==> config.mk <==
export PLATFORM = sky130hd
export DESIGN_NAME = division_seq_led_board
export DESIGN_NICKNAME = d
export VERILOG_FILES = /design/src/rtl/division_seq_led_board_pkg.sv /design/src/rtl/division_seq_core.sv /design/src/rtl/division_seq_led_board.sv
export SDC_FILE = /design/constraint.sdc
export NUM_CORES = 1
export LEC_CHECK = 0
export ABC_CLOCK_PERIOD_IN_PS = 4010
export CAP_MARGIN = 20
export CORE_ASPECT_RATIO = 1.75
export CORE_MARGIN = 5
export CORE_UTILIZATION = 30
export DETAILED_ROUTE_END_ITERATION = 7
export PLACE_DENSITY_LB_ADDON = 0.12
export REMOVE_ABC_BUFFERS = 1
export SYNTH_ARGS = -nofsm -noshare
export SYNTH_HDL_FRONTEND = slang
export SYNTH_SLANG_ARGS = --single-unit
==> constraint.sdc <==
create_clock -name clk -period 4.01 [get_ports clk]
set_clock_uncertainty 0.15 [all_clocks]
set_input_delay 0.401 -clock clk [delete_from_list [all_inputs] [get_ports clk]]
set_output_delay 0.401 -clock clk [all_outputs]
set_load 0.01 [all_outputs]
==> src/rtl/division_seq_led_board_pkg.sv <==
// Shared types and constants for the LED-board divider demo: FSM states,
// active-low 7-segment glyphs {g,f,e,d,c,b,a} and the hex decoder.
`timescale 1ns/1ps
package division_seq_led_board_pkg;

    localparam int DEFAULT_WIDTH = 16;

    typedef enum logic [1:0] {
        IDLE = 2'd0,
        BUSY = 2'd1,
        DONE = 2'd2
    } state_t;

    localparam logic [6:0] SEG_BLANK = 7'b1111111;
    localparam logic [6:0] SEG_0     = 7'b1000000;
    localparam logic [6:0] SEG_1     = 7'b1111001;
    localparam logic [6:0] SEG_2     = 7'b0100100;
    localparam logic [6:0] SEG_3     = 7'b0110000;
    localparam logic [6:0] SEG_4     = 7'b0011001;
    localparam logic [6:0] SEG_5     = 7'b0010010;
    localparam logic [6:0] SEG_6     = 7'b0000010;
    localparam logic [6:0] SEG_7     = 7'b1111000;
    localparam logic [6:0] SEG_8     = 7'b0000000;
    localparam logic [6:0] SEG_9     = 7'b0010000;
    localparam logic [6:0] SEG_A     = 7'b0001000;
    localparam logic [6:0] SEG_B     = 7'b0000011;
    localparam logic [6:0] SEG_C     = 7'b1000110;
    localparam logic [6:0] SEG_D     = 7'b0100001;
    localparam logic [6:0] SEG_E     = 7'b0000110;
    localparam logic [6:0] SEG_F     = 7'b0001110;

    function automatic logic [6:0] hex_to_seg(input logic [3:0] nibble);
        logic [6:0] seg;
        case (nibble)
            4'h0: seg = SEG_0;
            4'h1: seg = SEG_1;
            4'h2: seg = SEG_2;
            4'h3: seg = SEG_3;
            4'h4: seg = SEG_4;
            4'h5: seg = SEG_5;
            4'h6: seg = SEG_6;
            4'h7: seg = SEG_7;
            4'h8: seg = SEG_8;
            4'h9: seg = SEG_9;
            4'hA: seg = SEG_A;
            4'hB: seg = SEG_B;
            4'hC: seg = SEG_C;
            4'hD: seg = SEG_D;
            4'hE: seg = SEG_E;
            default: seg = SEG_F;
        endcase
        return seg;
    endfunction

endpackage

==> src/rtl/division_seq_core.sv <==
// Restoring unsigned divider, one quotient bit per clock. quotient/remainder
// carry the result of the current iteration and are final while finish is high.
`timescale 1ns/1ps
module division_seq_core
    import division_seq_led_board_pkg::*;
#(
    parameter int WIDTH = DEFAULT_WIDTH
) (
    input  logic             clk,
    input  logic             rst,
    input  logic             start,
    input  logic [WIDTH-1:0] dividend,
    input  logic [WIDTH-1:0] divisor,
    output logic [WIDTH-1:0] quotient,
    output logic [WIDTH-1:0] remainder,
    output logic             finish,
    output logic             done
);

    localparam int CW = $clog2(WIDTH + 1);

    state_t           state_reg;
    logic [CW-1:0]    count_reg;
    logic [WIDTH-1:0] rem_reg;
    logic [WIDTH-1:0] quo_reg;
    logic [WIDTH-1:0] div_reg;
    logic             done_reg;

    logic [WIDTH-1:0] trial_lo;
    logic             fits;
    logic [WIDTH-1:0] rem_next;
    logic [WIDTH-1:0] quo_next;
    logic             last_iter;

    // The shifted remainder needs WIDTH+1 bits; its top bit alone already
    // guarantees it exceeds any WIDTH-bit divisor, and the true difference
    // always fits in WIDTH bits, so the subtraction can stay WIDTH wide.
    // A zero divisor always "fits", giving all-ones quotient and remainder = dividend.
    always_comb begin
        trial_lo = {rem_reg[WIDTH-2:0], quo_reg[WIDTH-1]};
        fits     = rem_reg[WIDTH-1] | (trial_lo >= div_reg);
        rem_next = fits ? (trial_lo - div_reg) : trial_lo;
        quo_next = {quo_reg[WIDTH-2:0], fits};
    end

    assign last_iter = (state_reg == BUSY) && (count_reg == CW'(WIDTH - 1));

    always_ff @(posedge clk or negedge rst) begin
        if (!rst) begin
            state_reg <= IDLE;
            count_reg <= '0;
            rem_reg   <= '0;
            quo_reg   <= '0;
            div_reg   <= '0;
            done_reg  <= 1'b0;
        end else begin
            case (state_reg)
                IDLE, DONE: begin
                    if (start) begin
                        state_reg <= BUSY;
                        count_reg <= '0;
                        rem_reg   <= '0;
                        quo_reg   <= dividend;
                        div_reg   <= divisor;
                        done_reg  <= 1'b0;
                    end
                end
                BUSY: begin
                    // Start pulses are ignored while iterating.
                    rem_reg   <= rem_next;
                    quo_reg   <= quo_next;
                    count_reg <= count_reg + CW'(1);
                    if (last_iter) begin
                        state_reg <= DONE;
                        done_reg  <= 1'b1;
                    end
                end
                default: state_reg <= IDLE;
            endcase
        end
    end

    assign quotient  = quo_next;
    assign remainder = rem_next;
    assign finish    = last_iter;
    assign done      = done_reg;

endmodule

==> src/rtl/division_seq_led_board.sv <==
// Board top: synchronises the active-low button, starts one division per press
// and shows quotient[3:0] on LEDs and remainder[3:0] on a 7-segment digit.
`timescale 1ns/1ps
module division_seq_led_board
    import division_seq_led_board_pkg::*;
#(
    parameter int               WIDTH    = DEFAULT_WIDTH,
    parameter logic [WIDTH-1:0] DIVIDEND = WIDTH'(1000),
    parameter logic [WIDTH-1:0] DIVISOR  = WIDTH'(7)
) (
    input  logic       clk,
    input  logic       rst,
    input  logic       start,
    output logic       done,
    output logic [6:0] out,
    output logic       led1,
    output logic       led2,
    output logic       led3,
    output logic       led4
);

    // Two synchroniser stages plus one delayed copy for falling-edge detection.
    logic [2:0]       sync_reg;
    logic             start_pulse;
    logic [WIDTH-1:0] core_quotient;
    logic [WIDTH-1:0] core_remainder;
    logic             core_finish;
    logic             core_done;
    logic [3:0]       led_reg;
    logic [6:0]       seg_reg;

    generate
        for (genvar gi = 0; gi < 3; gi++) begin : g_sync
            if (gi == 0) begin : g_first
                always_ff @(posedge clk or negedge rst) begin
                    if (!rst) sync_reg[gi] <= 1'b1;
                    else      sync_reg[gi] <= start;
                end
            end else begin : g_next
                always_ff @(posedge clk or negedge rst) begin
                    if (!rst) sync_reg[gi] <= 1'b1;
                    else      sync_reg[gi] <= sync_reg[gi-1];
                end
            end
        end
    endgenerate

    // A held button yields a single pulse: only the 1->0 transition counts.
    assign start_pulse = sync_reg[2] & ~sync_reg[1];

    division_seq_core #(
        .WIDTH (WIDTH)
    ) u_core (
        .clk       (clk),
        .rst       (rst),
        .start     (start_pulse),
        .dividend  (DIVIDEND),
        .divisor   (DIVISOR),
        .quotient  (core_quotient),
        .remainder (core_remainder),
        .finish    (core_finish),
        .done      (core_done)
    );

    // Display registers load on the same edge the core enters DONE, so
    // they keep the previous result throughout a re-run.
    always_ff @(posedge clk or negedge rst) begin
        if (!rst) begin
            led_reg <= 4'b0000;
            seg_reg <= SEG_BLANK;
        end else if (core_finish) begin
            led_reg <= core_quotient[3:0];
            seg_reg <= hex_to_seg(core_remainder[3:0]);
        end
    end

    assign done = core_done;
    assign out  = seg_reg;
    assign led1 = led_reg[0];
    assign led2 = led_reg[1];
    assign led3 = led_reg[2];
    assign led4 = led_reg[3];

endmodule

==> impl_metrics.yaml <==
run_status:
  status: "complete, no violations"
place:
  place_inst: 438
  pre_cts_slack_ps: 462
  placed_area_um2: 3140
  port_buffers: 14
  gp_routability_congestion: 0.879
  post-dp-hpwl_um: 4860
final_layout:
  final_cell_mix: "nand2_1 (57), dfrtp_1 (45), o21ai_0 (37)"
  diodes: 0
  final_cell_area_um2: 3300
  syn_to_final_growth_pct: 14.4
  layout.cells.non_filler: 447
  nNetsFinal: 336
  final_common_cell: "nand2_1"
  drive_gt1_share_pct: 11.1
route:
  remaining_drc_errors: 0
  vias: 2234
  avgViaCountPerCell: 5.00
  wl_per_cell_um: 15.3
  dr.pass1.iters: 4
  drt_iter0_markers: 136
  wl_um: 6820
  antenna_left: 0
sta:
  hold_viol_final: 0
  grt_setup_unrepaired: "false"
  finalCritPeriodShare_pct: 89.6
  fin_tns_setup_ps: 0
  relSlewSlack_pct: 37.9
  slew_viol_final: 0
  setup_viol: 0
  clock.fmax_mhz: 278
  layout_min_cycle_time_ps: 3590
  layout_setup_ws_ps: 418
  worst_slew_pin_slew_ps: 930
die:
  die_h_um: 140
  start_util_pct: 30.7
  die_w_um: 84.1
  core_area_um2: 9410
  core.rowCount: 47
  dieArea_um2: 11800
  ioPinCount: 15
run:
  drv_cap: 0
power_and_ir_drop:
  p_switching_uw: 1360
  p_seq_share_pct: 33.8
  p_per_area_nw_per_um2: 927
  power.internal_uw: 1700
  p_total_uw: 3060
  combPwrFrac_pct: 51.4
  p_clk_share_pct: 14.8
  peakVddDrop_v: 0.000236
  leakagePower_uw: 0.00133
  swShare_pct: 44.4
clocking:
  clock_latency_ps: 300
  cts-buffers-inserted: 5
  cts_hold_buf: 0
  cts_resized: 0
  clock_path_buffers: 2
  htree_levels: 2
  clk_pin_slew_ps: 70
  cts_root_buffer: "clkbuf_16"
  cts_setup_buffers: 0
  cts.sink_count: 55
  cts_tree: "yes"
synthesis:
  synth_edf_count: 0
  async_flop_share_pct: 100
  synth_warnings: 0
  synth_area_per_cell_um2: 9.21
  yosys_register_bits: 55
  synth_area_um2: 2880
  synth_ff_type: "dfrtp_1"
  synth.distinct_cells: 52
  ys_seq_area_share_pct: 48.2
  syn_inst: 313
global_route:
  grt_pass1_vias: 2288
  grt_remaining_overflow: 0
  grt_max_degree: 42
  antenna_found_initial: 0
  grt_pass1_wl_um: 11400
  track_usage_pct: 12.0
worst_setup_path:
  end_kind: "register"
  arrival_ps: 3660
  path_class: "register to register"
  cpLargestDelayFamily: "compound AO/OA/AOI/OAI gates"
  worst_path_most_repeated_cell: "inv_1"
  cp_slowest_cell: "dfrtp_1"
  cp-start-kind: "register"
  path_cells: "inv_1, ha_1, inv_1, fa_1, a211oi_2, nand4_2, or2_1, o21ai_1, inv_1, ha_1, mux2_2, o211ai_1, o211ai_1"
  cpPeakStageDelay_ps: 480
  crit_fanout: 11
  cp.required_ps: 4080
  crit_buf_inv: 3
hold_path:
  hold_class: "input pin to asynchronous set/reset pin"
-- final cells by class --
class / count / area [um2]
Fill cell: 983 / 6110
Multi-Input combinational cell: 236 / 1410
Sequential cell: 55 / 1390
Timing Repair Buffer: 20 / 180
Tap cell: 122 / 153
Clock buffer: 5 / 125
Clock inverter: 3 / 23.8
Inverter: 6 / 22.5
-- stage by stage --
| stage | hold slack (ps) | util [%] |
|---|---|---|
| 2_1_floorplan | -44.6 | - |
| 3_3_place_gp | 200 | 33.4 |
| 3_5_place_dp | 205 | 33.4 |
| 4_1_cts | 108 | 35.0 |
| 5_1_grt | 142 | 35.1 |
| 6_report | 63.6 | 35.1 |
-- cell families (layout without fill, tap and decap cells) --
family / count (synthesis) / count (layout) / share of synthesized area, %
fa+ha+maj: 9 / 9 / 4.17
xor+xnor: 12 / 12 / 3.64
mux: 4 / 4 / 1.43
compound gates: 79 / 79 / 18.1
flops: 55 / 55 / 48.2
simple gates: 132 / 132 / 21.3
buf+inv: 22 / 34 / 3.17
-- layer usage --
layer	track usage (%)	vias up	wire, um
li1	-	1104	-
met1	13.8	1077	2860
met3	2.07	12	204
met2	21.4	41	3580
met5	0	-	0
met4	5.25	0	181
-- synth_stat cells, drive strengths merged (3+ instances only) --
| library cell | count | share of area, % |
|---|---|---|
| nor2 | 30 | 3.9 |
| buf | 3 | 0.69 |
| a211oi | 5 | 1.5 |
| dfstp | 10 | 9.1 |
| nor3 | 5 | 0.87 |
| a21oi | 10 | 1.7 |
| nand2 | 57 | 7.4 |
| inv | 6 | 0.78 |
| nand2b | 6 | 1.3 |
| or2 | 3 | 0.65 |
| ha | 8 | 3.5 |
| xor2 | 4 | 1.2 |
| nand3 | 12 | 2.1 |
| o211ai | 3 | 0.78 |
| o21ai | 42 | 7.3 |
| mux2i | 3 | 1.0 |
| xnor2 | 8 | 2.4 |
| and2 | 5 | 1.1 |
| nand4 | 3 | 0.87 |
| clkbuf | 13 | 1.7 |
| dfrtp | 45 | 39 |
-- final timing paths --
| kind | startpoint | to | slack [ps] | cells past startpoint |
|---|---|---|---|---|
| worst min-delay path | rst | u_core.rem_reg[12] | 60 | 1 |
| worst min register to register | sync_reg[0] | sync_reg[1] | 220 | 0 |
| min in group clk | sync_reg[0] | sync_reg[1] | 220 | 0 |
| worst max-delay path | u_core.quo_reg[15] | out[3] | 420 | 13 |
| worst max register to register | u_core.quo_reg[15] | out[3] | 420 | 13 |
| max in group asynchronous | rst | sync_reg[2] | 2830 | 2 |
-- power by group through the flow --
stage / clock network [uW] / logic [uW] / registers (uW)
global route: 490 / 1760 / 1070
detailed placement: 0 / 1570 / 1050
finish: 451 / 1570 / 1030
CTS: 470 / 1580 / 1040
global placement: 0 / 1580 / 1040
floorplan: 0 / 1080 / 1020
Power figures use the tool's default switching activity.
==> edit, RTL diff (same settings) <==
Reset style: synchronous (`rst`), changed in 4 clocked blocks.
--- a/src/rtl/division_seq_core.sv
+++ b/src/rtl/division_seq_core.sv
@@ -45,7 +45,7 @@
 
     assign last_iter = (state_reg == BUSY) && (count_reg == CW'(WIDTH - 1));
 
-    always_ff @(posedge clk or negedge rst) begin
+    always_ff @(posedge clk) begin
         if (!rst) begin
             state_reg <= IDLE;
             count_reg <= '0;
--- a/src/rtl/division_seq_led_board.sv
+++ b/src/rtl/division_seq_led_board.sv
@@ -32,12 +32,12 @@
     generate
         for (genvar gi = 0; gi < 3; gi++) begin : g_sync
             if (gi == 0) begin : g_first
-                always_ff @(posedge clk or negedge rst) begin
+                always_ff @(posedge clk) begin
                     if (!rst) sync_reg[gi] <= 1'b1;
                     else      sync_reg[gi] <= start;
                 end
             end else begin : g_next
-                always_ff @(posedge clk or negedge rst) begin
+                always_ff @(posedge clk) begin
                     if (!rst) sync_reg[gi] <= 1'b1;
                     else      sync_reg[gi] <= sync_reg[gi-1];
                 end
@@ -64,7 +64,7 @@
 
     // Display registers load on the same edge the core enters DONE, so
     // they keep the previous result throughout a re-run.
-    always_ff @(posedge clk or negedge rst) begin
+    always_ff @(posedge clk) begin
         if (!rst) begin
             led_reg <= 4'b0000;
             seg_reg <= SEG_BLANK;
Function: same outputs for any inputs over 10 cycles, from zero or initial values and one cycle with rst low; that may be too few to reach the edited logic, so the function may still have changed.
==> edit against the unedited design <==
Design area shrank 2.6%. Non-clock buffer count is 2 lower. Wire length is 1.2% higher. Cell count shrank 3.1%. Via count is 1.2% lower. Setup slack improved by 0.22 ns. Sequential cell count is the same. Global-route usage increased by 0.78 points. Synthesized area fell by 3.0%. Critical path depth decreased by 1. Critical path type unchanged.
Power is not compared: it rests on default switching activity, and its combinational part moved more than twofold at a synthesized area within 25%.
==> edit: results (changes against the unedited design) <==
status finished clean; dpl cell area 0.00307 mm² (-2.5%); met1 GRT Util 14.2% (+0.39 points); post-synthesis mux area share 2.37% (+0.94 points); Placer Congestion 0.775 (-12%); Cell variety after synth 65 (+25%); PnR Total Power 1.30 mW; final WL 6900 µm (+1.2%); Pleak 1.18 nW; first-pass GRT wire length 11700 µm (+2.6%); Adder-Cell Fraction of Synth Area 4.29% (+0.13 points); DRT iter0 DRCs 111 (-18%); crit-path max cell delay 0.44 ns (-0.04 ns); asr flop ratio synth 0% (-100 points); Seq/Total Area, Yosys 39.4% (-8.8 points); crit-path max FO 9 (-2); Worst Hold End sync_reg[1]; Combinational Power 279 µW; capturing point of the worst reg2reg path out[1]; hold_ws 0.261 ns (+0.198 ns); Worst-Margin Slew 0.867 ns (-0.0631 ns); Seq. pwr 574 µW; share of layout cells above drive strength 1 13.7% (+2.7 points); Metal-1 WL 2960 µm (+3.7%); Crit path max-delay family adder cells; M2 GR Usage 23.8% (+2.4 points); average routed wire per standard cell 15.9 µm (+4.5%); Post-Syn Area per Cell 9.33 µm² (+1.2%); HP Class reg2reg; nets@finish 325 (-3.3%); CP Data Arrival Time 3.41 ns (-0.25 ns); WL met2 3610 µm (+0.90%); vias in the first global route 2237 (-2.2%); HPWL Detailed 5020 µm (+3.3%); hold wc startpoint sync_reg[0]; list of most frequent post-synthesis cells 55 x dfxtp_1, 27 x nand2_1, 21 x nor2b_1; WL met3 163 µm (-20%); Clock Pin Slew Worst Setup and Hold Paths 0.07 ns (about the same); Placed Cells 426 (-2.7%); Detailed Routing Iterations Pass 1 4 (unchanged); setup slack, reg-to-reg 0.64 ns (+0.22 ns); GRT Total Usage 12.8% (+0.78 points); Post-Synth XOR/XNOR Area 3.76% (+0.11 points); Filler cells 1012 (+3.0%); Slowest cell on crit path fa_1; fmax 296 MHz (+6.5%); complex-gate fraction of the synthesized area 23.0% (+4.9 points); CTS Buffer Depth 2 (unchanged); Vias/cell 5.10 (+2.0%); Place WS 0.668 ns (+0.206 ns); synth top area cells dfxtp_1 39%, nor2b_1 4.7%, a22oi_1 4.6%; met3 Usage GRT 2.09% (+0.025 points); reg2reg start u_core.quo_reg[15]; Worst R2R Path Depth 12 (-1); setup bufs post-CTS 0 (unchanged); largest net degree at the start of global routing 22 (-48%)
edit: changes by cell type in the layout (fill, tap and decap cells not counted), moves of 3 or more:
cell | before | now
dfxtp_1 | 0 | 55
o221a_2 | 0 | 6
dfrtp_1 | 45 | 0
a22oi_1 | 0 | 17
o211a_1 | 0 | 3
nor2b_1 | 2 | 21
o21ai_1 | 5 | 1
dfstp_2 | 10 | 0
nor3_1 | 5 | 8
nand2_1 | 57 | 27
nor2_1 | 30 | 13
a21boi_0 | 0 | 5
o21ai_0 | 37 | 18
nand3_1 | 12 | 5
edit: layout make-up:
type / count / area (µm²) / area share, %
flip-flops and latches: 55 / 1100 / 34.3
well taps: 120 / 150 / 4.67
clock buffers: 6 / 139 / 4.32
clock inverters: 1 / 8.76 / 0.273
inverters: 6 / 23.8 / 0.740
multi-input cells: 227 / 1620 / 50.4
repair buffers: 18 / 170 / 5.30
